--- config.mk ---
export PLATFORM = sky130hd
export DESIGN_NAME = nand_chip_sel_ctrl_flat
export DESIGN_NICKNAME = d
export VERILOG_FILES = /design/src/rtl/nand_bus_pkg.sv /design/src/rtl/nand_chip_sel_ctrl_if.sv /design/src/rtl/nand_rb_tracker.sv /design/src/rtl/nand_chip_sel_ctrl.sv /design/src/flat_wrapper.sv
export SDC_FILE = /design/constraint.sdc
export NUM_CORES = 1
export LEC_CHECK = 0
export CAP_MARGIN = 10
export CORE_AREA = 2 2 177 179
export CTS_CLUSTER_SIZE = 8
export DETAILED_ROUTE_END_ITERATION = 6
export DIE_AREA = 0 0 179 181
export GPL_ROUTABILITY_DRIVEN = 1
export MAX_ROUTING_LAYER = met4
export PLACE_DENSITY = 0.71
export SLEW_MARGIN = 20
export SYNTH_ARGS = -nofsm -noshare
export SYNTH_HDL_FRONTEND = slang
export SYNTH_SLANG_ARGS = --single-unit
--- constraint.sdc ---
create_clock -name clk -period 8.25 [get_ports clk]
set_input_delay 1.65 -clock clk [delete_from_list [all_inputs] [get_ports clk]]
set_output_delay 1.65 -clock clk [all_outputs]
set_load 0.01 [all_outputs]
--- src/rtl/nand_bus_pkg.sv ---
// Shared types and default timing for the NAND bus chip-select slice.
package nand_bus_pkg;

  localparam int         NUM_CHIPS_DEF    = 8;
  localparam int         DQ_W_DEF         = 8;
  localparam logic [7:0] REV_MASK_DEF     = 8'hF0;
  localparam int         SYNC_STAGES_DEF  = 2;
  localparam int         TWB_CYCLES_DEF   = 10;
  localparam int         CE_SETUP_DEF     = 2;
  localparam int         CE_HOLD_DEF      = 2;
  localparam int         BUSY_TIMEOUT_DEF = 2**20;

  localparam int CHIP_IDX_W = $clog2(NUM_CHIPS_DEF);
  typedef logic [CHIP_IDX_W-1:0] chip_idx_t;

  typedef enum logic [1:0] {
    ST_IDLE,
    ST_SETUP,
    ST_OWNED,
    ST_HOLD
  } cs_state_t;

endpackage

--- src/rtl/nand_chip_sel_ctrl_if.sv ---
// Controller-side bus between the flash bus engine and the chip-select manager.
interface nand_chip_sel_ctrl_if #(
  parameter int NUM_CHIPS = 8,
  parameter int DQ_W      = 8
);
  localparam int IDX_W = (NUM_CHIPS > 1) ? $clog2(NUM_CHIPS) : 1;

  logic                 req_valid;
  logic [IDX_W-1:0]     req_chip;
  logic                 req_ready;
  logic                 rel;
  logic                 grant_valid;
  logic [IDX_W-1:0]     grant_chip;
  logic                 cmd_issued;
  logic                 err_clr;
  logic [NUM_CHIPS-1:0] chip_busy;
  logic [NUM_CHIPS-1:0] timeout_err;
  logic [DQ_W-1:0]      dq_tx_in;
  logic [DQ_W-1:0]      dq_rx_out;

  modport master (
    output req_valid, req_chip, rel, cmd_issued, err_clr, dq_tx_in,
    input  req_ready, grant_valid, grant_chip, chip_busy, timeout_err, dq_rx_out
  );

  modport slave (
    input  req_valid, req_chip, rel, cmd_issued, err_clr, dq_tx_in,
    output req_ready, grant_valid, grant_chip, chip_busy, timeout_err, dq_rx_out
  );
endinterface

--- src/rtl/nand_rb_tracker.sv ---
// Per-chip R/B# tracker: synchroniser, tWB blanking, busy flag and sticky busy timeout.
module nand_rb_tracker #(
  parameter int SYNC_STAGES  = 2,
  parameter int TWB_CYCLES   = 10,
  parameter int BUSY_TIMEOUT = 2**20
) (
  input  logic clk,
  input  logic rst_n,
  input  logic rb_n,
  input  logic cmd_set,
  input  logic err_clr,
  output logic busy,
  output logic timeout_err
);
  localparam int BLANK_W = (TWB_CYCLES > 0) ? $clog2(TWB_CYCLES + 1) : 1;
  localparam int CNT_W   = $clog2(BUSY_TIMEOUT + 1);
  localparam logic [BLANK_W-1:0] BLANK_LOAD = BLANK_W'(TWB_CYCLES);
  localparam logic [CNT_W-1:0]   CNT_MAX    = CNT_W'(BUSY_TIMEOUT);

  logic [SYNC_STAGES-1:0] sync_reg;
  logic [BLANK_W-1:0]     blank_reg, blank_next;
  logic [CNT_W-1:0]       cnt_reg, cnt_next;
  logic                   busy_reg, busy_next;
  logic                   err_reg, err_next;
  logic                   rb_s;

  assign rb_s        = sync_reg[SYNC_STAGES-1];
  assign busy        = busy_reg;
  assign timeout_err = err_reg;

  always_ff @(posedge clk or negedge rst_n) begin
    if (!rst_n) begin
      sync_reg  <= '1;
      blank_reg <= '0;
      cnt_reg   <= '0;
      busy_reg  <= 1'b0;
      err_reg   <= 1'b0;
    end else begin
      sync_reg  <= {sync_reg[SYNC_STAGES-2:0], rb_n};
      blank_reg <= blank_next;
      cnt_reg   <= cnt_next;
      busy_reg  <= busy_next;
      err_reg   <= err_next;
    end
  end

  always_comb begin
    blank_next = blank_reg;
    cnt_next   = cnt_reg;
    busy_next  = busy_reg;
    err_next   = err_reg;
    if (blank_reg != '0)
      blank_next = blank_reg - 1'b1;
    if (busy_reg && (cnt_reg != CNT_MAX))
      cnt_next = cnt_reg + 1'b1;
    // R/B# is only trusted once the tWB window has fully elapsed
    if (blank_reg == '0) begin
      if (busy_reg && rb_s) begin
        busy_next = 1'b0;
        cnt_next  = '0;
      end else if (!busy_reg && !rb_s) begin
        busy_next = 1'b1;
        cnt_next  = '0;
      end
    end
    if (cmd_set) begin
      busy_next  = 1'b1;
      blank_next = BLANK_LOAD;
      cnt_next   = '0;
    end
    if (err_clr)
      err_next = 1'b0;
    // flag only on the increment that lands on the limit, so a clear sticks while saturated
    if ((cnt_next == CNT_MAX) && (cnt_reg != CNT_MAX))
      err_next = 1'b1;
  end
endmodule

--- src/rtl/nand_chip_sel_ctrl.sv ---
// NAND bus owner: one-hot CEN arbitration with setup/hold, per-chip R/B# tracking, DQ swizzle.
module nand_chip_sel_ctrl
  import nand_bus_pkg::*;
#(
  parameter int                   NUM_CHIPS    = NUM_CHIPS_DEF,
  parameter int                   DQ_W         = DQ_W_DEF,
  parameter logic [NUM_CHIPS-1:0] REV_MASK     = NUM_CHIPS'(REV_MASK_DEF),
  parameter int                   SYNC_STAGES  = SYNC_STAGES_DEF,
  parameter int                   TWB_CYCLES   = TWB_CYCLES_DEF,
  parameter int                   CE_SETUP     = CE_SETUP_DEF,
  parameter int                   CE_HOLD      = CE_HOLD_DEF,
  parameter int                   BUSY_TIMEOUT = BUSY_TIMEOUT_DEF
) (
  input  logic                 clk,
  input  logic                 rst_n,
  nand_chip_sel_ctrl_if.slave  bus,
  input  logic [NUM_CHIPS-1:0] rb_n_in,
  output logic [NUM_CHIPS-1:0] cen,
  output logic [DQ_W-1:0]      dq_tx_out,
  input  logic [DQ_W-1:0]      dq_rx_in
);
  localparam int IDX_W   = (NUM_CHIPS > 1) ? $clog2(NUM_CHIPS) : 1;
  localparam int T_MAX   = (CE_SETUP > CE_HOLD) ? CE_SETUP : CE_HOLD;
  localparam int TCNT_W  = (T_MAX > 1) ? $clog2(T_MAX) : 1;

  cs_state_t            state_reg, state_next;
  logic [IDX_W-1:0]     chip_reg, chip_next;
  logic [TCNT_W-1:0]    tcnt_reg, tcnt_next;
  logic                 cmd_fire;
  logic [NUM_CHIPS-1:0] busy_vec, terr_vec;
  logic [DQ_W-1:0]      tx_rev, rx_rev;
  logic                 rev_sel;

  always_ff @(posedge clk or negedge rst_n) begin
    if (!rst_n) begin
      state_reg <= ST_IDLE;
      chip_reg  <= '0;
      tcnt_reg  <= '0;
    end else begin
      state_reg <= state_next;
      chip_reg  <= chip_next;
      tcnt_reg  <= tcnt_next;
    end
  end

  always_comb begin
    state_next = state_reg;
    chip_next  = chip_reg;
    tcnt_next  = tcnt_reg;
    case (state_reg)
      ST_IDLE: if (bus.req_valid) begin
        chip_next = bus.req_chip;
        tcnt_next = '0;
        if (CE_SETUP == 0) state_next = ST_OWNED;
        else               state_next = ST_SETUP;
      end
      ST_SETUP: if (int'(tcnt_reg) >= CE_SETUP - 1) state_next = ST_OWNED;
                else tcnt_next = tcnt_reg + 1'b1;
      ST_OWNED: if (bus.rel) begin
        tcnt_next = '0;
        if (CE_HOLD == 0) state_next = ST_IDLE;
        else              state_next = ST_HOLD;
      end
      ST_HOLD: if (int'(tcnt_reg) >= CE_HOLD - 1) state_next = ST_IDLE;
               else tcnt_next = tcnt_reg + 1'b1;
      default: state_next = ST_IDLE;
    endcase
  end

  // CEN follows the state register only, so async reset releases every chip at once
  always_comb begin
    cen = '1;
    if (state_reg != ST_IDLE)
      cen[chip_reg] = 1'b0;
  end

  assign bus.req_ready   = (state_reg == ST_IDLE);
  assign bus.grant_valid = (state_reg == ST_OWNED);
  assign bus.grant_chip  = chip_reg;
  assign cmd_fire        = (state_reg == ST_OWNED) && bus.cmd_issued;

  genvar gi;
  generate
    for (gi = 0; gi < NUM_CHIPS; gi++) begin : g_rb
      nand_rb_tracker #(
        .SYNC_STAGES  (SYNC_STAGES),
        .TWB_CYCLES   (TWB_CYCLES),
        .BUSY_TIMEOUT (BUSY_TIMEOUT)
      ) u_rb (
        .clk         (clk),
        .rst_n       (rst_n),
        .rb_n        (rb_n_in[gi]),
        .cmd_set     (cmd_fire && (chip_reg == IDX_W'(gi))),
        .err_clr     (bus.err_clr),
        .busy        (busy_vec[gi]),
        .timeout_err (terr_vec[gi])
      );
    end
    for (gi = 0; gi < DQ_W; gi++) begin : g_rev
      assign tx_rev[gi] = bus.dq_tx_in[DQ_W-1-gi];
      assign rx_rev[gi] = dq_rx_in[DQ_W-1-gi];
    end
  endgenerate

  assign bus.chip_busy   = busy_vec;
  assign bus.timeout_err = terr_vec;

  assign rev_sel       = REV_MASK[chip_reg];
  assign dq_tx_out     = rev_sel ? tx_rev : bus.dq_tx_in;
  assign bus.dq_rx_out = rev_sel ? rx_rev : dq_rx_in;

  a_cen_onehot0 : assert property (@(posedge clk) disable iff (!rst_n) $onehot0(~cen));
endmodule

--- src/flat_wrapper.sv ---
// flat-port wrapper written by rule: the top's interface ports become plain ports
module nand_chip_sel_ctrl_flat import nand_bus_pkg::*;
#(
  parameter int                   NUM_CHIPS    = NUM_CHIPS_DEF,
  parameter int                   DQ_W         = DQ_W_DEF,
  parameter logic [NUM_CHIPS-1:0] REV_MASK     = NUM_CHIPS'(REV_MASK_DEF),
  parameter int                   SYNC_STAGES  = SYNC_STAGES_DEF,
  parameter int                   TWB_CYCLES   = TWB_CYCLES_DEF,
  parameter int                   CE_SETUP     = CE_SETUP_DEF,
  parameter int                   CE_HOLD      = CE_HOLD_DEF,
  parameter int                   BUSY_TIMEOUT = BUSY_TIMEOUT_DEF
)
  (clk, rst_n, rb_n_in, cen, dq_tx_out, dq_rx_in, bus_req_valid, bus_req_chip, bus_rel, bus_cmd_issued, bus_err_clr, bus_dq_tx_in, bus_req_ready, bus_grant_valid, bus_grant_chip, bus_chip_busy, bus_timeout_err, bus_dq_rx_out);
  nand_chip_sel_ctrl_if #(.NUM_CHIPS(NUM_CHIPS), .DQ_W(DQ_W)) bus_i ();
  input  logic clk;
  input  logic rst_n;
  input  logic [NUM_CHIPS-1:0] rb_n_in;
  output logic [NUM_CHIPS-1:0] cen;
  output logic [DQ_W-1:0] dq_tx_out;
  input  logic [DQ_W-1:0] dq_rx_in;
  input wire logic [$bits(bus_i.req_valid)-1:0] bus_req_valid;
  input wire logic [$bits(bus_i.req_chip)-1:0] bus_req_chip;
  input wire logic [$bits(bus_i.rel)-1:0] bus_rel;
  input wire logic [$bits(bus_i.cmd_issued)-1:0] bus_cmd_issued;
  input wire logic [$bits(bus_i.err_clr)-1:0] bus_err_clr;
  input wire logic [$bits(bus_i.dq_tx_in)-1:0] bus_dq_tx_in;
  output wire logic [$bits(bus_i.req_ready)-1:0] bus_req_ready;
  output wire logic [$bits(bus_i.grant_valid)-1:0] bus_grant_valid;
  output wire logic [$bits(bus_i.grant_chip)-1:0] bus_grant_chip;
  output wire logic [$bits(bus_i.chip_busy)-1:0] bus_chip_busy;
  output wire logic [$bits(bus_i.timeout_err)-1:0] bus_timeout_err;
  output wire logic [$bits(bus_i.dq_rx_out)-1:0] bus_dq_rx_out;
  assign bus_i.req_valid = bus_req_valid;
  assign bus_i.req_chip = bus_req_chip;
  assign bus_i.rel = bus_rel;
  assign bus_i.cmd_issued = bus_cmd_issued;
  assign bus_i.err_clr = bus_err_clr;
  assign bus_i.dq_tx_in = bus_dq_tx_in;
  assign bus_req_ready = bus_i.req_ready;
  assign bus_grant_valid = bus_i.grant_valid;
  assign bus_grant_chip = bus_i.grant_chip;
  assign bus_chip_busy = bus_i.chip_busy;
  assign bus_timeout_err = bus_i.timeout_err;
  assign bus_dq_rx_out = bus_i.dq_rx_out;
  nand_chip_sel_ctrl #(.NUM_CHIPS(NUM_CHIPS), .DQ_W(DQ_W), .REV_MASK(REV_MASK), .SYNC_STAGES(SYNC_STAGES), .TWB_CYCLES(TWB_CYCLES), .CE_SETUP(CE_SETUP), .CE_HOLD(CE_HOLD), .BUSY_TIMEOUT(BUSY_TIMEOUT)) u_core (.clk(clk), .rst_n(rst_n), .bus(bus_i), .rb_n_in(rb_n_in), .cen(cen), .dq_tx_out(dq_tx_out), .dq_rx_in(dq_rx_in));
endmodule
* Word-level counts from Yosys, hierarchy flattened
Memories as Yosys holds them, arrays and structs flattened.
Cells that the tools add are included.
** Storage, ports and cells
- Register bits :: 238
- Bits in read-only memories :: 8
- Word-level logic and storage cells :: 329
- Input port bits :: 33
- Memories :: 1
** Memories
- (no name shown) :: depth 8, width 1, rd ports 1, clocked after Yosys merged registers in 0, wr ports 0, line nand_chip_sel_ctrl.sv:108 : assign rev_sel = REV_MASK[chip_reg];
** Operators by class
- Reductions and logical operators :: 121
- Order comparisons :: 3
- Muxes and demuxes :: 112
- Bitwise operators :: 1
- Equal/unequal tests :: 31
- Add/sub/neg operators :: 17
** Operators with widths (number)
- $mux 21 :: 40
- $add 21x1->21 const B :: 8
- $eq 21x21->1 const B :: 8
- $ne 21x21->1 const B :: 8
- $mux 4 :: 16
- $reduce_bool 2->1 :: 25
- $mux 1 :: 46
- $logic_and 1x1->1 :: 42
- $logic_not 4->1 :: 8
- $reduce_bool 4->1 :: 8
- $sub 4x1->4 const B :: 8
- $mux 8 :: 3
- $reduce_bool 3->1 :: 8
- $reduce_and 2->1 :: 9
- $logic_not 1->1 :: 16
- $eq 3x3->1 const B :: 4
- $mux 2 :: 4
- $not 8->8 :: 1
- $pmux 2 s4 :: 1
- $eq 3x2->1 const B :: 2
- $ne 2x2->1 const B :: 3
- $eq 2x2->1 const B :: 2
- $lt 3x4->1 const B :: 1
- $ne 2x1->1 const B :: 2
- other kinds (12) :: 12

* Depth between registers and ports, before layout
- Depth after elaboration :: 10
- Gate-level depth with buffers :: 11
- Gate-level depth less buffers :: 9

* Modules after synthesis
From an unflattened synthesis, not the netlist that was laid out.
** Second synthesis, totals
- Cell total of the unflattened synthesis :: 1420
- Area total of the unflattened synthesis :: 13492.9 sq um
** By module, submodules not included
- nand_rb_tracker (u_core.g_rb[0].u_rb ...) :: area each 1594.0 sq um, cells an instance 167, sequential area each 728.2 sq um, instances 7
- nand_rb_tracker (u_core.g_rb[7].u_rb) :: area each 1656.6 sq um, cells an instance 179, sequential area each 728.2 sq um, instances 1
- nand_chip_sel_ctrl :: area each 678.2 sq um, cells an instance 72, sequential area each 150.1 sq um, instances 1

* Least setup slack after synthesis
No wires, ideal clock.
- Path kind :: input port to output port
- Start point :: input port dq_rx_in[7]
- End point :: output port bus_dq_rx_out[0]
- Required time :: 6600 ps
- Slack :: 4675 ps
- Data arrival time :: 1925 ps
- Stages :: 1
- Buffers on the path :: 0
- Cells stage by stage :: mux2_2
** On the way
- Word-level cells in the longest chain between the ends :: 1
** RTL lines
- from (decl) :: line flat_wrapper.sv:20 : input logic [DQ_W-1:0] dq_rx_in;
- $mux 8 :: line nand_chip_sel_ctrl.sv:110 : assign bus.dq_rx_out = rev_sel ? rx_rev : dq_rx_in;
- to (decl) :: line flat_wrapper.sv:32 : output wire logic [$bits(bus_i.dq_rx_out)-1:0] bus_dq_rx_out;
Every way passes these cells.

* Worst setup path in the final report
- Start point :: input port dq_rx_in[6]
- End point :: output port bus_dq_rx_out[1]
The elaborated chain is that of the path after synthesis.

==> impl_metrics.py <==
metrics = {
    "cts": {
        "clockBufferDepth": 3,
        "cts_resized": 0,
        "cts-htree-levels": 2,
        "cts-root-buf": "clkbuf_16",
        "clock-sinks": 238,
        "cts_setup_buffers": 0,
        "clock_latency_ns": 0.50,
        "cts_buffers": 35,
        "path_clk_slew_ns": 0.05,
        "hold_buffers": 0,
        "cts_tree": "done",
    },
    "logic_synthesis": {
        "yosysUniqueCellTypes": 74,
        "syn_area_sq_um": 13600,
        "ys.flop_type": "dfrtp_1",
        "syn_avg_cell_area_sq_um": 9.15,
        "yosysSeqAreaShare_pct": 44.0,
        "syn_nets": 1543,
        "ys_seq_elements": 238,
        "synth-edff-count": 0,
        "ys_async_sr_fraction_pct": 100,
        "synthCells": 1484,
        "ys_warn_count": 0,
    },
    "final_layout": {
        "area_delta_synth_final_pct": 14.1,
        "nFillCells": 2746,
        "multi_input_area_sq_um": 6960,
        "seqCellArea_sq_um": 5980,
        "final_nets": 1582,
        "fin_util_pct": 51.1,
        "drive_gt1_share_pct": 6.98,
        "largest_register_ffs": 168,
        "antennaDiodeCount": 0,
    },
    "routing": {
        "vias": 10800,
        "routed_wl_microns": 30200,
        "drt_pass1_iterations": 5,
        "wire_per_inst_microns": 15.5,
        "ant_nets": 0,
        "drt_iter0_markers": 703,
        "routed_via_density": 5.55,
        "drc_errors": 0,
    },
    "worst_setup_path": {
        "critPathRequiredTime_ns": 6.60,
        "critical_path.max_fanout": 2,
        "cp-start-kind": "primary input",
        "reg2reg_slack_ns": 4.84,
        "crit_end": "bus_dq_rx_out[1]",
        "crit_buf_inv": 2,
        "crit_type": "in -> out",
        "crit_slowest_cell": "clkdlybuf4s50_1",
        "path_cells": "clkdlybuf4s50_1 -> mux2_2 -> clkdlybuf4s50_1",
        "worst_path_most_repeated_cell": "clkdlybuf4s50_1",
        "r2r-start": "u_core.state_reg[0]",
        "max_stage_delay_ns": 0.48,
        "cp.depth": 3,
        "rr_worst_depth": 8,
        "r2r-end": "u_core.g_rb[5].u_rb.timeout_err",
        "crit_start": "dq_rx_in[6]",
        "crit_arrival_ns": 2.84,
        "worstSetupEndpointType": "output port",
        "crit_family": "buffers and inverters",
    },
    "power": {
        "p_per_area_nw_per_um2": 301,
        "total_power_mw": 4.66,
        "p_leak_nw": 6.57,
        "ir_drop_mv": 0.169,
    },
    "die": {
        "start_util_pct": 44.7,
        "dieArea_sq_um": 32400,
        "io_pins": 78,
        "die_h_microns": 181,
        "rows": 64,
        "fp.coreArea_sq_um": 30300,
        "dieWidth_microns": 179,
    },
    "timing": {
        "hold-worst-slack_ns": 0.355,
        "final_hold_viol_count": 0,
        "slew_headroom_pct": 35.7,
        "worst_pin_slew_ns": 0.964,
        "tns_ns": 0,
        "fin_skew_ns": 0.0184,
        "rsz0062_at_grt": "false",
        "drv_slew": 0,
        "timing.final.crit_period_ns": 4.49,
        "setup_viol": 0,
        "fin_ws_ns": 3.76,
        "timing.fmax_mhz": 223,
        "period_share_pct": 54.4,
    },
    "placed_design": {
        "io_buffers": 77,
        "gp_congestion": 0.890,
        "hpwl_microns": 20700,
        "dp_slack_ns": 3.54,
    },
    "global_routing": {
        "overflow": 0,
        "grt_pass1_vias": 10400,
        "grt_pass1_wl_microns": 51800,
        "grt_use_total_pct": 19.8,
        "antenna_found_initial": 0,
        "grt_max_degree": 89,
    },
    "min_path": {
        "hold_path.class": "reg -> reg",
    },
    "job": {
        "drv_cap": 0,
    },
    "run_status": {
        "outcome": "finished, final reports clean",
    },
}
## worst register-to-register path, stage by stage (launching register included)
cell      delay (ns)
dfrtp_1         0.40
inv_1           0.12
ha_1            0.43
nand3b_4        0.22
o22ai_2         0.77
nor2_1          0.16
or4_1           0.55
or4_1           0.40
o32ai_1         0.26
## cells in the mapped netlist, types with 5 or more instances
cell / instances / share of area [%]
dfrtp_1: 222 / 41
nor2_1: 221 / 6.1
nand2_1: 111 / 3.1
xnor2_1: 98 / 6.3
xor2_1: 74 / 4.8
inv_1: 64 / 1.8
nand3_1: 60 / 2.2
nand4_1: 57 / 2.6
nor3_1: 47 / 1.7
clkbuf_1: 45 / 1.2
nor4_1: 42 / 1.9
a21oi_1: 37 / 1.4
o21ai_0: 33 / 1.2
or3_1: 29 / 1.3
ha_1: 26 / 2.4
mux2_2: 21 / 1.7
and4_1: 20 / 1.3
buf_4: 19 / 1.1
and3_1: 17 / 0.78
dfstp_2: 16 / 3.1
nor4b_1: 16 / 1.0
mux2i_1: 15 / 1.1
nand2b_1: 15 / 0.69
o211ai_1: 15 / 0.83
buf_2: 12 / 0.44
or4_1: 12 / 0.66
a211o_1: 10 / 0.64
nand3b_1: 10 / 0.55
a31oi_1: 8 / 0.37
nor2b_1: 7 / 0.32
buf_1: 6 / 0.17
o21ai_1: 6 / 0.22
and2_1: 5 / 0.23
nor3b_1: 5 / 0.28
o32ai_1: 5 / 0.32
## metrics by stage
step           instances  area [sq um]
6_report            1943         15500
3_3_place_gp        1882         14500
3_5_place_dp        1882         14500
2_1_floorplan       1484         13600
5_1_grt             1943         15500
4_1_cts             1943         15500
## per-layer routing
layer	wire length, microns	track usage, %	share of wire [%]	vias to the layer above
li1	-	-	-	5288
met1	14100	27.1	47	5202
met2	14200	30.4	47	225
met3	1230	2.90	4.1	62
met4	697	5.59	2.3	0
met5	0	-	0	-
## kinds of logic after synthesis
family          Yosys count  synth area share (%)
fa+ha+maj                27                  2.47
compound gates          163                  8.08
mux                      36                  2.85
flops                   238                  44.0
buf+inv                 148                  4.79
xor+xnor                172                  11.1
simple gates            700                  26.7
## how the worst min path moves through the flow
stage | slack [ns] | endpoint | from | cells after the start
after floorplan | 0.35 | u_core.g_rb[0].u_rb.sync_reg[1] | u_core.g_rb[0].u_rb.sync_reg[0] | 0
after global placement | 0.35 | u_core.g_rb[1].u_rb.sync_reg[1] | u_core.g_rb[1].u_rb.sync_reg[0] | 0
after detailed placement | 0.35 | u_core.g_rb[3].u_rb.sync_reg[1] | u_core.g_rb[3].u_rb.sync_reg[0] | 0
after CTS | 0.35 | u_core.g_rb[3].u_rb.sync_reg[1] | u_core.g_rb[3].u_rb.sync_reg[0] | 0
after global routing | 0.36 | u_core.g_rb[3].u_rb.sync_reg[1] | u_core.g_rb[3].u_rb.sync_reg[0] | 0
final | 0.36 | u_core.g_rb[3].u_rb.sync_reg[1] | u_core.g_rb[3].u_rb.sync_reg[0] | 0
## where the power goes
group / switching [mW] / internal (mW) / total, mW
combinational: 0.855 / 0.752 / 1.61
clock: 0.506 / 0.791 / 1.30
sequential: 0.331 / 1.42 / 1.75
total: 1.69 / 2.96 / 4.66
## area by class of cell
class | instances | share of cell area, %
clock buffer | 60 | 6.26
clock inverter | 1 | 0.0565
inverter | 64 | 1.55
multi-input combinational | 1098 | 44.9
sequential | 238 | 38.6
tap | 396 | 3.20
timing repair buffer | 86 | 5.44
## placed cells by master (no fill, tap or decap), types with 12 or more instances in the layout
master / instances
o21ai_0: 33
nor3_1: 47
nand4_1: 57
nand3_1: 60
xnor2_1: 98
and4_1: 20
o211ai_1: 15
dfstp_2: 16
nand2b_1: 15
clkdlybuf4s50_1: 76
a21oi_1: 37
ha_1: 26
and3_1: 17
nand2_1: 111
clkbuf_16: 35
xor2_1: 74
nor4b_1: 16
or4_1: 12
mux2_2: 21
clkbuf_1: 25
or3_1: 29
mux2i_1: 15
dfrtp_1: 222
inv_1: 64
nor2_1: 221
nor4_1: 42
Note: power is estimated with default switching activity, not from simulation.
